### src/rtl/decoder_scan_seq.sv
// Select-code scan sequencer feeding a 2-to-4 decoder: steps {sel_a,sel_b}
// through 0..3, holding each code for a latched dwell, single or continuous.
module decoder_scan_seq #(
  parameter int DWELL_W = 8,
  parameter int SWEEP_W = 8
) (
  input  logic               i_clk,
  input  logic               i_rst_n,
  input  logic               i_start,
  input  logic               i_mode,
  input  logic [DWELL_W-1:0] i_dwell,
  input  logic               i_stop,
  output logic               o_sel_a,
  output logic               o_sel_b,
  output logic               o_valid,
  output logic               o_busy,
  output logic               o_done,
  output logic               o_wrap,
  output logic [SWEEP_W-1:0] o_sweep_cnt
);

  // state | meaning
  // IDLE  | waiting for start, select parked at 00
  // RUN   | code idx live, dwell counter running
  // DONE  | one-cycle completion pulse after a single sweep
  typedef enum logic [1:0] {
    S_IDLE = 2'd0,
    S_RUN  = 2'd1,
    S_DONE = 2'd2
  } state_t;

  state_t             r_state;
  logic [1:0]         r_idx;
  logic [DWELL_W-1:0] r_cnt;
  logic [DWELL_W-1:0] r_dwell_l;
  logic               r_mode_l;
  logic               r_valid;
  logic               r_busy;
  logic               r_done;
  logic               r_wrap;
  logic [SWEEP_W-1:0] r_sweep_cnt;

  // idx is forced to 0 whenever the FSM leaves RUN, so it doubles as the select register
  assign o_sel_a     = r_idx[1];
  assign o_sel_b     = r_idx[0];
  assign o_valid     = r_valid;
  assign o_busy      = r_busy;
  assign o_done      = r_done;
  assign o_wrap      = r_wrap;
  assign o_sweep_cnt = r_sweep_cnt;

  always_ff @(posedge i_clk) begin
    if (!i_rst_n) begin
      r_state     <= S_IDLE;
      r_idx       <= 2'd0;
      r_cnt       <= '0;
      r_dwell_l   <= DWELL_W'(1);
      r_mode_l    <= 1'b0;
      r_valid     <= 1'b0;
      r_busy      <= 1'b0;
      r_done      <= 1'b0;
      r_wrap      <= 1'b0;
      r_sweep_cnt <= '0;
    end else begin
      r_done <= 1'b0;
      r_wrap <= 1'b0;
      case (r_state)
        S_IDLE: begin
          if (i_start) begin
            r_state     <= S_RUN;
            r_dwell_l   <= (i_dwell == '0) ? DWELL_W'(1) : i_dwell;
            r_cnt       <= (i_dwell == '0) ? '0 : i_dwell - DWELL_W'(1);
            r_mode_l    <= i_mode;
            r_idx       <= 2'd0;
            r_sweep_cnt <= '0;
            r_valid     <= 1'b1;
            r_busy      <= 1'b1;
          end
        end
        S_RUN: begin
          if (i_stop) begin
            r_state <= S_IDLE;
            r_idx   <= 2'd0;
            r_cnt   <= '0;
            r_valid <= 1'b0;
            r_busy  <= 1'b0;
          end else if (r_cnt != '0) begin
            r_cnt <= r_cnt - DWELL_W'(1);
          end else if (r_idx != 2'd3) begin
            r_idx <= r_idx + 2'd1;
            r_cnt <= r_dwell_l - DWELL_W'(1);
          end else begin
            r_idx       <= 2'd0;
            r_sweep_cnt <= r_sweep_cnt + SWEEP_W'(1);
            if (r_mode_l) begin
              r_cnt  <= r_dwell_l - DWELL_W'(1);
              r_wrap <= 1'b1;
            end else begin
              r_state <= S_DONE;
              r_cnt   <= '0;
              r_valid <= 1'b0;
              r_done  <= 1'b1;
            end
          end
        end
        S_DONE: begin
          r_state <= S_IDLE;
          r_busy  <= 1'b0;
        end
        default: begin
          r_state <= S_IDLE;
          r_idx   <= 2'd0;
          r_cnt   <= '0;
          r_valid <= 1'b0;
          r_busy  <= 1'b0;
        end
      endcase
    end
  end

endmodule

### config.mk
export PLATFORM = sky130hd
export DESIGN_NAME = decoder_scan_seq
export DESIGN_NICKNAME = d
export VERILOG_FILES = /design/src/rtl/decoder_scan_seq.sv
export SDC_FILE = /design/constraint.sdc
export NUM_CORES = 1
export LEC_CHECK = 0
export CORE_MARGIN = 5
export CORE_UTILIZATION = 30
export DETAILED_ROUTE_END_ITERATION = 12
export SYNTH_ARGS = -nofsm -noshare
export SYNTH_HDL_FRONTEND = slang
export SYNTH_SLANG_ARGS = --single-unit
export TNS_END_PERCENT = 10
### constraint.sdc
create_clock -name i_clk -period 2.44 [get_ports i_clk]
set_clock_uncertainty 0.2 [all_clocks]
set_input_delay 0.366 -clock i_clk [delete_from_list [all_inputs] [get_ports i_clk]]
set_output_delay 0.366 -clock i_clk [all_outputs]
set_load 0.02 [all_outputs]
### Word level (Yosys, flattened, before mapping)

Index checks and enable logic that the tools add are counted.

* add/subtract/negate cells: 5
* $mul: 0
* div/mod/pow operators: 0
* $lt $le $gt $ge: 0
* equal/unequal tests: 11
* shifts and indexed selects: 0
* multiplexer cells: 34
* bitwise gates (word level): 3
* reduce and logical (&&, ||, !) cells: 12

Operators with widths (number)
* 8-bit 2-to-1 mux: 11
* 8-bit one-hot mux with 3 select lines: 1
* 8-bit by 1-bit subtractor with 8-bit output (second input constant): 3
* 2-bit 2-to-1 mux: 9
* 8-bit one-hot mux with 2 select lines: 1
* 2-bit != test (second input constant): 6
* 5-bit AND reduction: 2
* 3-bit != test (second input constant): 3
* 8-bit by 1-bit adder with 8-bit output (second input constant): 1
* 8-bit zero test: 1
* 1-bit 2-to-1 mux: 8
* 8-bit nonzero test: 1
* 2-bit one-hot mux with 3 select lines: 1
* 2-bit AND reduction: 3
* 5-bit OR reduction: 1
* 2-bit one-hot mux with 2 select lines: 1
* 4-bit AND reduction: 1
* 1-bit inverter: 3
* 1-bit one-hot mux with 3 select lines: 1
* 3-bit AND reduction: 1
* 2-bit by 1-bit adder with 2-bit output (second input constant): 1
* 2-bit by 1-bit equality test with 1-bit output (second input constant): 1
* 2-bit equality test (second input constant): 1
* 2-bit zero test: 1
* 2 further kinds: 2

* flip-flop bits (word level): 33
* latch bits: 0
* bits in writable memories: 0
* ROM bits: 0
* input port bits: 13
* output and inout bits: 14
* word-level logic and storage cells: 75
* memories kept: 0

### Depth between registers and ports, before layout

Gate-level depths: netlist of run 1.

* word-level depth: 6
* gate-level depth with buffers: 7
* gate-level depth less buffers: 7

### Worst setup path after synthesis of run 1

OpenSTA, ideal clock, no wires.

* path type: register -> register
* start point: register r_cnt[0]
* end point: register r_sweep_cnt[4] (netlist: o_sweep_cnt[4])
* setup time: 0.072 ns
* arrival time: 1.799 ns
* required time: 2.168 ns
* slack: 0.370 ns
* cell stages (with the launch flop): 8
* buffers on the path: 0
* clock period less this slack: 2.070 ns
* cells stage by stage: dfxtp_1 -> inv_1 -> ha_1 -> nor3b_1 -> nand2_1 -> or3_4 -> or3_1 -> a21oi_1

* longest elaborated chain between the ends: 3

Ends and longest elaborated chain
* start, declared: line 34 `logic [DWELL_W-1:0] r_cnt;`
* start signal, assigned: line 72 `r_cnt <= (i_dwell == '0) ? '0 : i_dwell - DWELL_W'(1);`
* start signal, assigned: line 88 `r_cnt <= r_cnt - DWELL_W'(1);`
* start signal, assigned: line 91 `r_cnt <= r_dwell_l - DWELL_W'(1);`
* 8-bit nonzero test: line 87 `end else if (r_cnt != '0) begin`
* 2-bit != test (no source line)
* 5-bit AND reduction (no source line)
* end signal, assigned: line 94 `r_sweep_cnt <= r_sweep_cnt + SWEEP_W'(1);`
* end, declared: line 41 `logic [SWEEP_W-1:0] r_sweep_cnt;`

Every way passes these cells.
A chain may end at the register's enable or synchronous reset.

### Worst setup path after layout of run 1

* start point: register r_cnt[0]
* end point: register r_cnt[5]

* longest elaborated chain between the ends: 4
* elaborated cells on any way between the ends: 5
* classes of those cells: add/sub: 1; mux: 3; reduce/logical: 1

Ends and longest elaborated chain
* 8-bit by 1-bit subtractor with 8-bit output / 8-bit nonzero test (equally long branches): line 88, 87
* 8-bit 2-to-1 mux *: line 87
* 8-bit 2-to-1 mux *: line 81 `if (i_stop) begin`
* 8-bit one-hot mux with 3 select lines *: line 67 `case (r_state)`

Every way passes the cells marked *; elsewhere a longest branch is shown, timed or not.

==> results.json, run 1 <==
{
  "first_global_vias": 1769,
  "slew_headroom": 0.701,
  "leakagePower_nw": 0.951,
  "die_w_um": 89.4,
  "hold_viol": 0,
  "hpwl_um": 3990,
  "fmax_mhz": 453,
  "ir_drop_mv": 0.368,
  "clk_latency_ns": 0.30,
  "status": "finished, final reports clean",
  "antenna_found_initial": 0,
  "cp_max_fo": 5,
  "cts_resized": 0,
  "mostFrequentLayoutCells": "33 x dfxtp_1, 30 x nand2_1, 26 x clkdlybuf4s50_1",
  "drive_gt1_frac": 0.150,
  "numClockSinks": 33,
  "port-buffer-count": 26,
  "fin_setup_tns_ns": 0,
  "drt_wl_total_um": 5070,
  "post_cts_buffers": 0,
  "drc": 0,
  "rr_worst_depth": 7,
  "final_common_cell": "dfxtp_1",
  "coreArea_mm2": 0.00624,
  "cp.required_ns": 2.45,
  "cts.clk_slew.worst_paths_ns": 0.08,
  "drt_iter0_markers": 133,
  "track_usage": 0.136,
  "ys_seq_area_frac": 0.350,
  "grt_overflow_total": 0,
  "grt_first_pass_wirelength_um": 8550,
  "firstDrtPassIters": 4,
  "wl_per_cell_um": 13.9,
  "clockBufferDepth": 2,
  "nets": 305,
  "seq_area_um2": 661,
  "synth_nets": 256,
  "worstPathArrival_ns": 2.22,
  "p_per_area_mw_per_mm2": 570,
  "rows": 29,
  "initial_core_util": 0.303,
  "io_pins": 27,
  "yosysWarningCount": 0,
  "gp_congestion": 0.858,
  "rsz0062_at_grt": "no",
  "start_kind": "flip-flop",
  "grt.busiest_layer": "met2",
  "die-area_mm2": 0.00799,
  "grt_max_degree": 18,
  "tightest_slew_ns": 0.447,
  "globalRouteMet1Util": 0.180,
  "syn_to_final_growth_pct": 32.1,
  "worstSetupPathType": "reg -> reg",
  "postSynthAreaPerCell_um2": 7.97,
  "whs_path_depth": 2,
  "syn_inst": 237,
  "drv_cap": 0,
  "fp.dieH_um": 89.4,
  "vias": 1871,
  "htreeDepth": 2,
  "hold_buffers": 0,
  "slew_violations": 0,
  "vias_per_cell": 5.14,
  "nFillCells": 665,
  "cts_tree": "done",
  "antenna_left": 0,
  "setup_viol": 0,
  "cp-end-kind": "flip-flop",
  "fin_hold_ws_ns": 0.248,
  "min_path_type": "reg -> reg",
  "synth_seq_cells": 33,
  "fin_crit_sh": 0.905,
  "root_buffer": "clkbuf_8",
  "antenna_cells": 0,
  "ys_types": 42,
  "use_met3": 0.0359,
  "use_met2": 0.221,
  "syn_area_mm2": 0.00189,
  "min_period_ns": 2.21,
  "cts_buffers": 5,
  "multiInputGateArea_mm2": 0.00116
}
==> worst paths after layout <==
path / from / to / slack, ns
worst max-delay path: r_cnt[0] / r_cnt[5] / 0.23
worst min-delay path: r_mode_l / o_wrap / 0.25
worst max register to register: r_cnt[0] / r_cnt[5] / 0.23
worst min register to register: r_mode_l / o_wrap / 0.25
==> stage by stage <==
step	utilization	power, mW	instances	area [µm²]	setup WS, ns
2_1_floorplan	-	0.786	237	1890	0.370
5_1_grt	0.400	1.49	364	2500	0.0721
3_5_place_dp	0.382	0.900	356	2380	0.0176
3_3_place_gp	0.382	0.899	356	2380	0.0600
4_1_cts	0.400	1.43	364	2500	0.231
6_report	0.400	1.42	364	2500	0.232
==> metal layers <==
layer / share of wire / up-vias
li1: - / 937
met1: 0.46 / 887
met2: 0.48 / 43
met3: 0.043 / 4
met4: 0.0099 / 0
met5: 0 / -
==> final cells by class <==
cell class / instances / share of cell area
Multi-Input combinational cell: 188 / 0.465
Sequential cell: 33 / 0.265
Timing Repair Buffer: 48 / 0.170
Tap cell: 77 / 0.0386
Clock buffer: 5 / 0.0276
Clock inverter: 3 / 0.0185
Inverter: 10 / 0.0150
==> logic make-up (layout without fill, tap and decap cells) <==
logic type | Yosys count | in the layout | synth area share
adder cells (fa/ha/maj) | 6 | 6 | 0.0397
multiplexers | 3 | 3 | 0.0172
AO/OA/AOI/OAI | 54 | 54 | 0.170
AND/OR/NAND/NOR | 107 | 107 | 0.304
buffers and inverters | 16 | 66 | 0.0358
flip-flops | 33 | 33 | 0.350
XOR/XNOR | 18 | 18 | 0.0834
==> synthesized netlist by cell type <==
cell / number / share of area
a211oi_1: 1 / 0.0040
a21oi_1: 23 / 0.061
a221oi_1: 2 / 0.0093
a22oi_1: 4 / 0.016
a32oi_1: 1 / 0.0046
and2_1: 2 / 0.0066
and3_1: 1 / 0.0033
buf_6: 1 / 0.0060
clkbuf_1: 5 / 0.0099
clkinv_1: 1 / 0.0020
dfxtp_1: 33 / 0.35
ha_1: 6 / 0.040
inv_1: 9 / 0.018
mux2_2: 2 / 0.012
mux2i_1: 1 / 0.0053
nand2_1: 30 / 0.060
nand2_2: 1 / 0.0033
nand2b_1: 2 / 0.0066
nand3_1: 7 / 0.019
nand4_1: 1 / 0.0033
nor2_1: 22 / 0.044
nor2b_1: 6 / 0.020
nor3_1: 11 / 0.029
nor3_4: 1 / 0.0086
nor3b_1: 5 / 0.020
nor3b_2: 1 / 0.0066
nor4_1: 5 / 0.017
nor4_4: 1 / 0.011
o211ai_1: 1 / 0.0040
o21ai_0: 14 / 0.037
o21ai_1: 1 / 0.0026
o221a_2: 3 / 0.018
o22ai_1: 3 / 0.0099
o31ai_1: 1 / 0.0040
or3_1: 5 / 0.017
or3_4: 1 / 0.0060
or3b_2: 1 / 0.0046
or3b_4: 1 / 0.0060
or4_1: 2 / 0.0079
or4_4: 1 / 0.0060
xnor2_1: 9 / 0.042
xor2_1: 9 / 0.042
==> power breakdown <==
part / switching [mW] / total, mW / internal [mW]
Combinational: 0.149 / 0.290 / 0.141
Sequential: 0.0366 / 0.600 / 0.564
Clock: 0.227 / 0.532 / 0.306
==> registers in the layout (all words and copies together), names as in the netlist <==
| signal | count |
|---|---|
| o_busy | 1 |
| o_done | 1 |
| o_sweep_cnt | 8 |
| o_valid | 1 |
| o_wrap | 1 |
| r_cnt | 8 |
| r_dwell_l | 8 |
| r_idx | 2 |
| r_mode_l | 1 |
| r_state | 2 |
==> worst max-delay path, stage by stage (launching register included) <==
cell      delay, ns
dfxtp_1        0.34
inv_1          0.08
ha_1           0.24
or3b_2         0.51
nor3_4         0.19
nand2_2        0.10
or3_1          0.37
o211ai_1       0.10
Note: power is estimated with default switching activity, not from simulation.
==> run 2, diff against run 1 <==
Settings changed: SKIP_LAST_GASP set to 1.
==> results of run 2 <==
No change in the layout: final DEF, timing and power equal those of run 1.
==> run 3, diff against run 2 <==
Settings changed: SLEW_MARGIN set to 20.
==> results of run 3 <==
No change in the layout: final DEF, timing and power equal those of run 1.
==> RTL edit, RTL diff (config.mk and constraints of run 1) <==
Set the parameter `SWEEP_W` to 7 (it was 8).
--- a/src/rtl/decoder_scan_seq.sv
+++ b/src/rtl/decoder_scan_seq.sv
@@ -3,5 +3,5 @@
 module decoder_scan_seq #(
   parameter int DWELL_W = 8,
-  parameter int SWEEP_W = 8
+  parameter int SWEEP_W = 7
 ) (
   input  logic               i_clk,
Interface: changed (resized o_sweep_cnt); port bits go from 27 to 26. No check against the original RTL was run, so the function may have changed too.
==> RTL edit against run 1 <==
  * Worst hold slack better by 25 ps
  * Via count is 7.3% lower
  * Routed wire length is 5.5% lower
  * Cell area is 6.4% lower
  * Core utilization is 0.77 points lower
  * Power is 7.7% lower
  * Worst setup slack better by 140 ps
  * Synthesized area is 2.4% lower
  * Sequential cell count is 1 lower
  * Global-route usage is 0.40 points lower
==> RTL edit: results (changes against run 1) <==
relative slew slack=49.4% (-21 points); Hold Path End=r_dwell_l[7]; status=complete, no violations; vias in the first global route=1,736 (-1.9%); port bufs=25 (-3.8%); top cells by count, synth=32 x dfxtp_1, 31 x nand2_1, 28 x nor2_1, 17 x a21oi_1; worst r2r dst=r_cnt[1]; overall global routing resource usage=13.2% (-0.40 points); hold path start=r_dwell_l[7]; register area share after synthesis=34.7% (-0.23 points); Post-Syn Nets=249 (-2.7%); Iter 0 DRT Violations=83 (-38%); layout net count=286 (-6.2%); DR vias/cell=5.06 (-1.6%); global-route wire length before repair=8150 µm (-4.7%); post-synth cell types=51 (+21%); DP HPWL=3680 µm (-7.6%); static leakage=0.887 nW (-6.7%); top cells by area, synth=dfxtp_1 35%, nand2_1 6.3%, nor2_1 5.7%, a21oi_1 4.6%, ha_1 4.1%; Skew-Pair Late Insertion Delay=280 ps (-20 ps); CTS resizes=0 (unchanged); setup bufs post-CTS=0 (unchanged); share of cells above drive strength 1=10.8% (-4.2 points); CP Max Fanout=8 (+3); TritonCTS Buffers=5 (unchanged); Net Switching=0.423 mW (+2.5%); GPL Wtd Cong=0.827 (-3.7%); critical path arrival=2030 ps (-190 ps); placed cell areas=2240 µm² (-5.8%)
-- RTL edit: cell types whose count changed in the layout (fill, tap and decap cells not counted), sizes merged, moves of 3 or more --
cell and delta:
a32oi +3, buf -9, nor2b -3, o221a -3, o21ai -6, or3 -6
a21oi -6, a22oi -4, nor2 +6, nand4 +4
-- RTL edit: worst max path at each step --
stage / from / to / cells past startpoint
finish: r_cnt[0] / r_cnt[1] / 7
floorplan: r_cnt[0] / o_valid / 8
CTS: r_cnt[0] / o_sweep_cnt[6] / 7
global route: r_cnt[0] / o_sweep_cnt[3] / 7
global placement: i_dwell[2] / r_cnt[7] / 6
detailed placement: i_dwell[2] / r_cnt[7] / 6
-- RTL edit: final cells by class --
type | instances | area, µm²
tap | 75 | 93.8
clock buffer | 5 | 68.8
inverter | 10 | 37.5
sequential | 32 | 641
fill | 635 | 3620
multi-input combinational | 180 | 1120
clock inverter | 3 | 23.8
timing repair buffer | 38 | 348
-- RTL edit: metal layers --
layer	up-vias	track usage (%)	part of all wire (%)
met4	0	6.04	2.9
met5	-	0	0
met2	26	21.7	48
li1	893	-	-
met3	12	2.98	3.1
met1	804	16.3	46
-- RTL edit: stage by stage --
step	util (%)	std cells	total power, mW	setup slack [ps]	hold slack, ps
finish	39.2	343	1.31	373	272
CTS	39.2	343	1.32	364	278
detailed placement	37.7	335	0.909	105	267
global route	39.2	343	1.39	168	301
floorplan	-	230	0.803	588	242
global placement	37.7	335	0.911	110	258
-- RTL edit: logic make-up after synthesis --
kind of cell,synth area share (%)
buffers and inverters,4.34
adder cells (fa/ha/maj),4.07
AND/OR/NAND/NOR,31.5
AO/OA/AOI/OAI,16.6
multiplexers,1.15
flip-flops,34.7
XOR/XNOR,7.60
-- RTL edit: critical path, cell delays in order, from the launching register on --
cell      delay, ps
dfxtp_1         360
inv_1           100
ha_1            190
nor3b_2         300
and2_1          370
nor2_1           70
o21ai_0         240
o211ai_1        120
-- RTL edit: power by group through the flow --
stage               registers, mW  logic [mW]  clock network (mW)
finish                      0.592       0.308               0.413
CTS                         0.591       0.308               0.424
global placement            0.603       0.307                   0
detailed placement          0.604       0.305                   0
floorplan                   0.596       0.208                   0
global route                0.597       0.343               0.452
